--- src/rtl/game_pkg.sv ---
// Shared timing-block definitions: FSM encoding, BCD digit pair, default prescale.
// No latency or backpressure; compile-time constants only.
// Imported by game_countdown_timer and sec_prescaler users.
package game_pkg;

    localparam int DEFAULT_CLK_DIV = 65000000;

    localparam logic [1:0] S_IDLE    = 2'd0;
    localparam logic [1:0] S_LOADED  = 2'd1;
    localparam logic [1:0] S_RUNNING = 2'd2;
    localparam logic [1:0] S_EXPIRED = 2'd3;

    typedef enum logic [1:0] {
        IDLE    = S_IDLE,
        LOADED  = S_LOADED,
        RUNNING = S_RUNNING,
        EXPIRED = S_EXPIRED
    } timer_state_t;

    typedef struct packed {
        logic [3:0] tens;
        logic [3:0] ones;
    } bcd_t;

    function automatic bcd_t to_bcd(input logic [6:0] v);
        bcd_t r;
        r.tens = 4'(v / 7'd10);
        r.ones = 4'(v % 7'd10);
        return r;
    endfunction

endpackage

--- src/rtl/game_countdown_timer_if.sv ---
// Phase levels from the game state controller and timer results back to it / the HUD.
// No latency; level signals, no backpressure. pause exists only with TIMER_PAUSE_EN.
// master = controller/HUD side, slave = timer side.
interface game_countdown_timer_if;
    import game_pkg::*;

`ifdef TIMER_PAUSE_EN
    logic pause;
`endif
    logic wait_for_start;
    logic game_on;
    logic time_out;
    logic timer_expired;
    logic sec_tick;
    logic [3:0] secs_tens;
    logic [3:0] secs_ones;
    logic warning;

    modport master (
`ifdef TIMER_PAUSE_EN
        output pause,
`endif
        output wait_for_start,
        output game_on,
        output time_out,
        input  timer_expired,
        input  sec_tick,
        input  secs_tens,
        input  secs_ones,
        input  warning
    );

    modport slave (
`ifdef TIMER_PAUSE_EN
        input  pause,
`endif
        input  wait_for_start,
        input  game_on,
        input  time_out,
        output timer_expired,
        output sec_tick,
        output secs_tens,
        output secs_ones,
        output warning
    );

endinterface

--- src/rtl/game_countdown_timer_sec_prescaler.sv ---
// Divides clk down to a one-per-second strobe; count holds while en=0, clr wins over en.
// tick is combinational: high in the cycle whose edge wraps the count.
// No backpressure.
module sec_prescaler #(
    parameter int CLK_DIV = game_pkg::DEFAULT_CLK_DIV
) (
    input  logic clk,
    input  logic rst,
    input  logic clr,
    input  logic en,
    output logic tick
);
    localparam int CNT_W = (CLK_DIV > 2) ? $clog2(CLK_DIV) : 1;
    localparam logic [CNT_W-1:0] LAST = CNT_W'(CLK_DIV - 1);

    logic [CNT_W-1:0] cnt;

    assign tick = en && !clr && (cnt == LAST);

    always_ff @(posedge clk or posedge rst) begin
        if (rst) begin
            cnt <= '0;
        end else if (clr) begin
            cnt <= '0;
        end else if (en) begin
            cnt <= (cnt == LAST) ? '0 : cnt + CNT_W'(1);
        end
    end

endmodule

--- src/rtl/game_countdown_timer.sv ---
// Round countdown: loads on wait_for_start, counts seconds while playing, raises timer_expired
// one cycle after the final tick edge and holds it. All outputs registered; no backpressure.
// Optional macro TIMER_PAUSE_EN adds bus.pause to freeze the count mid-second.
module game_countdown_timer
    import game_pkg::*;
#(
    parameter int CLK_DIV      = DEFAULT_CLK_DIV,
    parameter int GAME_SECONDS = 60,
    parameter int WARN_SECONDS = 10
) (
    input logic                  clk,
    input logic                  rst,
    game_countdown_timer_if.slave bus
);
    localparam logic [6:0] GAME_L   = 7'(GAME_SECONDS);
    localparam logic [6:0] WARN_L   = 7'(WARN_SECONDS);
    localparam bcd_t       BCD_LOAD = to_bcd(GAME_L);

    timer_state_t state, state_nxt;
    logic [6:0]   remaining, remaining_nxt;
    bcd_t         digits, digits_nxt;
    logic         expired_q, expired_nxt;
    logic         tick_q, tick_nxt;
    logic         warn_q, warn_nxt;
    logic         hold;
    logic         run_en;
    logic         pre_clr;
    logic         pre_tick;

`ifdef TIMER_PAUSE_EN
    assign hold = bus.pause;
`else
    assign hold = 1'b0;
`endif

    // Prescaler is only live in RUNNING, so it restarts from zero on every load.
    assign run_en  = (state == RUNNING) && bus.game_on && !bus.time_out
                     && !bus.wait_for_start && !hold;
    assign pre_clr = bus.wait_for_start || (state != RUNNING);

    sec_prescaler #(.CLK_DIV(CLK_DIV)) u_prescaler (
        .clk  (clk),
        .rst  (rst),
        .clr  (pre_clr),
        .en   (run_en),
        .tick (pre_tick)
    );

    always_ff @(posedge clk or posedge rst) begin
        if (rst) begin
            state <= IDLE;
        end else begin
            state <= state_nxt;
        end
    end

    always_comb begin
        state_nxt     = state;
        remaining_nxt = remaining;
        digits_nxt    = digits;
        expired_nxt   = expired_q;
        tick_nxt      = 1'b0;

        if (bus.wait_for_start) begin
            state_nxt     = LOADED;
            remaining_nxt = GAME_L;
            digits_nxt    = BCD_LOAD;
            expired_nxt   = 1'b0;
        end else if ((state != IDLE) && !bus.game_on) begin
            state_nxt     = IDLE;
            remaining_nxt = GAME_L;
            digits_nxt    = BCD_LOAD;
            expired_nxt   = 1'b0;
        end else begin
            case (state)
                LOADED:  state_nxt = RUNNING;
                RUNNING: begin
                    if (pre_tick && (remaining != 7'd0)) begin
                        tick_nxt      = 1'b1;
                        remaining_nxt = remaining - 7'd1;
                        // Decade borrow keeps the digits in lockstep with the binary count.
                        if (digits.ones == 4'd0) begin
                            digits_nxt.ones = 4'd9;
                            digits_nxt.tens = digits.tens - 4'd1;
                        end else begin
                            digits_nxt.ones = digits.ones - 4'd1;
                        end
                        if (remaining == 7'd1) begin
                            state_nxt = EXPIRED;
                        end
                    end
                end
                EXPIRED: expired_nxt = 1'b1;
                default: ;
            endcase
        end

        warn_nxt = (state_nxt == RUNNING) && (remaining_nxt <= WARN_L)
                   && (remaining_nxt != 7'd0);
    end

    always_ff @(posedge clk or posedge rst) begin
        if (rst) begin
            remaining <= GAME_L;
            digits    <= BCD_LOAD;
            expired_q <= 1'b0;
            tick_q    <= 1'b0;
            warn_q    <= 1'b0;
        end else begin
            remaining <= remaining_nxt;
            digits    <= digits_nxt;
            expired_q <= expired_nxt;
            tick_q    <= tick_nxt;
            warn_q    <= warn_nxt;
        end
    end

    assign bus.timer_expired = expired_q;
    assign bus.sec_tick      = tick_q;
    assign bus.secs_tens     = digits.tens;
    assign bus.secs_ones     = digits.ones;
    assign bus.warning       = warn_q;

endmodule

--- src/flat_wrapper.sv ---
// flat-port wrapper written by rule: the top's interface ports become plain ports
module game_countdown_timer_flat import game_pkg::*;
#(
    parameter int CLK_DIV      = DEFAULT_CLK_DIV,
    parameter int GAME_SECONDS = 60,
    parameter int WARN_SECONDS = 10
)
  (clk, rst, bus_wait_for_start, bus_game_on, bus_time_out, bus_timer_expired, bus_sec_tick, bus_secs_tens, bus_secs_ones, bus_warning);
  game_countdown_timer_if bus_i ();
  input logic clk;
  input logic rst;
  input wire logic [$bits(bus_i.wait_for_start)-1:0] bus_wait_for_start;
  input wire logic [$bits(bus_i.game_on)-1:0] bus_game_on;
  input wire logic [$bits(bus_i.time_out)-1:0] bus_time_out;
  output wire logic [$bits(bus_i.timer_expired)-1:0] bus_timer_expired;
  output wire logic [$bits(bus_i.sec_tick)-1:0] bus_sec_tick;
  output wire logic [$bits(bus_i.secs_tens)-1:0] bus_secs_tens;
  output wire logic [$bits(bus_i.secs_ones)-1:0] bus_secs_ones;
  output wire logic [$bits(bus_i.warning)-1:0] bus_warning;
  assign bus_i.wait_for_start = bus_wait_for_start;
  assign bus_i.game_on = bus_game_on;
  assign bus_i.time_out = bus_time_out;
  assign bus_timer_expired = bus_i.timer_expired;
  assign bus_sec_tick = bus_i.sec_tick;
  assign bus_secs_tens = bus_i.secs_tens;
  assign bus_secs_ones = bus_i.secs_ones;
  assign bus_warning = bus_i.warning;
  game_countdown_timer #(.CLK_DIV(CLK_DIV), .GAME_SECONDS(GAME_SECONDS), .WARN_SECONDS(WARN_SECONDS)) u_core (.clk(clk), .rst(rst), .bus(bus_i));
endmodule
--- config.mk ---
export PLATFORM = sky130hd
export DESIGN_NAME = game_countdown_timer_flat
export DESIGN_NICKNAME = d
export VERILOG_FILES = /design/src/rtl/game_pkg.sv /design/src/rtl/game_countdown_timer_if.sv /design/src/rtl/game_countdown_timer_sec_prescaler.sv /design/src/rtl/game_countdown_timer.sv /design/src/flat_wrapper.sv
export SDC_FILE = /design/constraint.sdc
export NUM_CORES = 1
export LEC_CHECK = 0
export CAP_MARGIN = 20
export CORE_MARGIN = 2
export CORE_UTILIZATION = 45
export DETAILED_ROUTE_END_ITERATION = 16
export GPL_TIMING_DRIVEN = 0
export PLACE_DENSITY = 0.64
export SLEW_MARGIN = 20
export SYNTH_ARGS = -nofsm -noshare
export SYNTH_HDL_FRONTEND = slang
export SYNTH_SLANG_ARGS = --single-unit
--- constraint.sdc ---
create_clock -name clk -period 3.5 [get_ports clk]
set_input_delay 1.05 -clock clk [delete_from_list [all_inputs] [get_ports clk]]
set_output_delay 1.05 -clock clk [all_outputs]
set_load 0.05 [all_outputs]
==> flow_summary.json <==
{
  "status": "complete, no violations",
  "dp_cells": 401,
  "routed_wl_mm": 6.20,
  "startpoint_type": "primary input",
  "hp-class": "register to register",
  "diodes": 0,
  "fmax_mhz": 298,
  "ys_ff_latch": 46,
  "crit_chain": "clkdlybuf4s50_1 -> nor4bb_2 -> buf_4 -> o211ai_1 -> nor4_2 -> mux2i_1 -> or4_1 -> a2111oi_2",
  "final_core_util_pct": 53.9,
  "hold-worst-slack_ps": 477,
  "drive_gt1_share_pct": 9.25,
  "clockBufferDepth": 2,
  "cts_made_buffers": 5,
  "yosysUniqueCellTypes": 41,
  "rows": 28,
  "crit_slowest_cell": "or4_1",
  "post-route-period-util_pct": 96.0,
  "vias": 2357,
  "synthesis.nets": 325,
  "root_buffer": "clkbuf_8",
  "design_power_total_mw": 1.08,
  "via_per_inst": 5.75,
  "seqCellArea_um2": 1160,
  "synth_adder_area_share_pct": 4.63,
  "fin_crit_ps": 3360,
  "power_leakage_nw": 1.23,
  "cts_setup_buffers": 0,
  "synthXorXnorAreaFrac_pct": 3.56,
  "fin_cells": 410,
  "grt_max_degree": 33,
  "drv_slew": 0,
  "relSlewSlack_pct": 49.1,
  "syn_area_um2": 2710,
  "fill_cells": 513,
  "critPathLaunch": "bus_wait_for_start",
  "synth_top_family_by_area": "simple AND/OR/NAND/NOR gates",
  "grt_pass1_vias": 2202,
  "io_pins": 16,
  "cts.sinks": 46,
  "initial_core_util_pct": 46.2,
  "drt_iter0_markers": 135,
  "synth_mux_area_share_pct": 0.740,
  "powerDensity_nw_per_um2": 344,
  "fp.coreArea_um2": 5850,
  "syn_area_per_cell_um2": 8.73,
  "final-hold-violation-count": 0,
  "path_max_fanout": 8,
  "portBuffers": 15,
  "yosysWarnings": 0,
  "die_h_um": 81.5,
  "cts_tree": "done",
  "tightest_slew_ps": 757,
  "drc": 0,
  "antenna_found_initial": 0,
  "required_ps": 3690,
  "gr-usage-all-layers_pct": 20.3,
  "dp_hpwl_mm": 4.41,
  "die-width_um": 81.5,
  "gp_congestion": 0.778,
  "ir_worst_vdd_uv": 187,
  "clk_pin_slew_ps": 90,
  "ys_seq_area_share_pct": 42.8,
  "die_area_um2": 6650,
  "synth-simple-area-share_pct": 27.3,
  "ant_nets": 0,
  "skew_ps": 13.6,
  "synth_compound_area_share_pct": 16.4,
  "fin_tns_setup_ps": 0,
  "grt_pass1_wl_mm": 10.3,
  "h-tree-depth": 2,
  "syn2layout_area_growth_pct": 16.5,
  "cap_violations": 0,
  "critPathArrivalTime_ps": 3550,
  "nets": 349,
  "cp-end-kind": "register",
  "setup_violations": 0,
  "grt-ovfl-total": 0,
  "clk_latency_ps": 300,
  "hp-start": "u_core.u_prescaler.cnt[4]",
  "r2r-start": "u_core.u_prescaler.cnt[11]",
  "max_stage_delay_ps": 570,
  "wl_per_cell_um": 15.1,
  "path_class": "primary input to register",
  "multi_input_area_um2": 1460,
  "syn_inst": 310,
  "drt-pass1-iter-count": 4
}
==> state kept, by name (all words and copies together), names as in the netlist <==
name	count
u_core.bus.warning	1
u_core.bus.secs_tens	4
u_core.bus.timer_expired	1
u_core.remaining	7
u_core.u_prescaler.cnt	26
u_core.bus.secs_ones	4
u_core.state	2
u_core.bus.sec_tick	1
==> cells by family (layout without fill, tap and decap cells) <==
| kind of cell | after synthesis | in the layout |
|---|---|---|
| adder cells (fa/ha/maj) | 10 | 10 |
| AO/OA/AOI/OAI | 75 | 75 |
| flip-flops | 46 | 46 |
| multiplexers | 2 | 2 |
| buffers and inverters | 30 | 55 |
| AND/OR/NAND/NOR | 136 | 136 |
| XOR/XNOR | 11 | 11 |
==> path summary, 6_finish.rpt <==
check                                       endpoint  slack (ps)  cells after the start
setup / recovery                  u_core.bus.warning         140                      8
hold / removal             u_core.u_prescaler.cnt[4]         480                      1
setup reg to reg           u_core.u_prescaler.cnt[6]         330                      9
hold reg to reg            u_core.u_prescaler.cnt[4]         480                      1
max in group asynchronous    u_core.bus.secs_tens[2]        1940                      3
min in group asynchronous        u_core.remaining[6]        1020                      2
==> critical path, delay by kind of cell <==
| family | cells | cell delay, ps |
|---|---|---|
| AND/OR/NAND/NOR | 3 | 1140 |
| buffers and inverters | 2 | 680 |
| multiplexers | 1 | 170 |
| AO/OA/AOI/OAI | 2 | 510 |
==> metal layers <==
layer,GRT usage (%),up-vias,routed length [um]
met5,0,-,0
met4,6.10,0,76
met3,3.74,6,242
met2,33.9,39,2980
met1,26.9,1137,2900
li1,-,1175,-
==> area by class of cell <==
class / count / share of cell area [%]
repair buffers: 17 / 5.56
plain buffers: 16 / 2.30
clock buffers: 6 / 2.62
inverters: 14 / 1.67
clock inverters: 2 / 1.91
flip-flops and latches: 46 / 36.8
multi-input cells: 234 / 46.2
well taps: 75 / 2.98
==> repair_timing <==
| item | CTS | global route |
|---|---|---|
| hold buffers | 0 | 0 |
| resized for setup | 1 | 5 |
| setup endpoints to repair | 1 | 4 |
| pin swaps | 0 | 1 |
| cloned | 0 | 0 |
==> power breakdown <==
part	internal [mW]	switching [mW]
Clock	0.305	0.182
Sequential	0.535	0.00265
Combinational	0.0203	0.0385
Total	0.860	0.224
==> cell usage after synthesis <==
master     instances  area share (%)
nand4_1           19             4.4
nand2_1           29             4.0
a2111oi_2          1            0.55
and4_1             2            0.65
dfstp_2            6             5.8
a22o_1             2            0.65
and2_0             1            0.23
nor4bb_1           1            0.37
o31ai_1            6             1.7
ha_1              10             4.6
or3_1              4            0.92
o21ai_0            5            0.92
xnor2_1            3            0.97
buf_6              1            0.42
a31o_2             1            0.32
nor4b_1            2            0.65
clkbuf_2           1            0.18
xor2_1             8             2.6
and2_1            11             2.5
clkbuf_1          14             1.9
inv_1             14             1.9
o22ai_1            1            0.23
or2_2              3            0.69
nor3b_1            3            0.83
o211ai_1           4             1.1
o21ai_1           35             6.5
nor3_4             1            0.60
dfrtp_1           40              37
or4_1              5             1.4
nor4_1             8             1.9
a21oi_1            8             1.5
nand3_1           12             2.2
a31oi_1            9             2.1
nor3_1             5            0.92
nor2b_1            3            0.69
mux2i_1            2            0.74
and3_1             4            0.92
nor2_1            22             3.1
or4b_1             1            0.37
o211a_1            1            0.37
o21a_1             2            0.55
==> cell usage in the layout, fill, tap and decap left out, types with 2 or more instances in the layout <==
cell type and n:
xnor2_1 3, o21ai_1 35, or4_1 5, nor4_2 4, dfstp_2 6, clkdlybuf4s50_1 15
o31ai_1 6, o211ai_1 4, nand2_1 29, bufinv_16 2, dfrtp_1 40, nor3b_1 3
or2_2 3, o21a_1 2, or3_1 4, inv_1 13, and3_1 4, a22o_1 2
nor2b_1 3, nor2_1 22, nor4b_1 2, nand4_1 19, mux2i_1 2, nor4_1 4
clkbuf_2 2, nand3_1 12, xor2_1 8, a21oi_1 8, and4_1 2, clkbuf_1 13
clkbuf_8 6, nor3_1 5, a31oi_1 9, o21ai_0 5, ha_1 10, and2_1 11
==> stage by stage <==
step	instance area, um2	setup slack, ps
3_5_place_dp	2970	-347
3_3_place_gp	2950	-362
2_1_floorplan	2710	504
4_1_cts	3110	38.3
6_report	3150	139
5_1_grt	3150	-13.6
(Power assumes the default switching activity.)
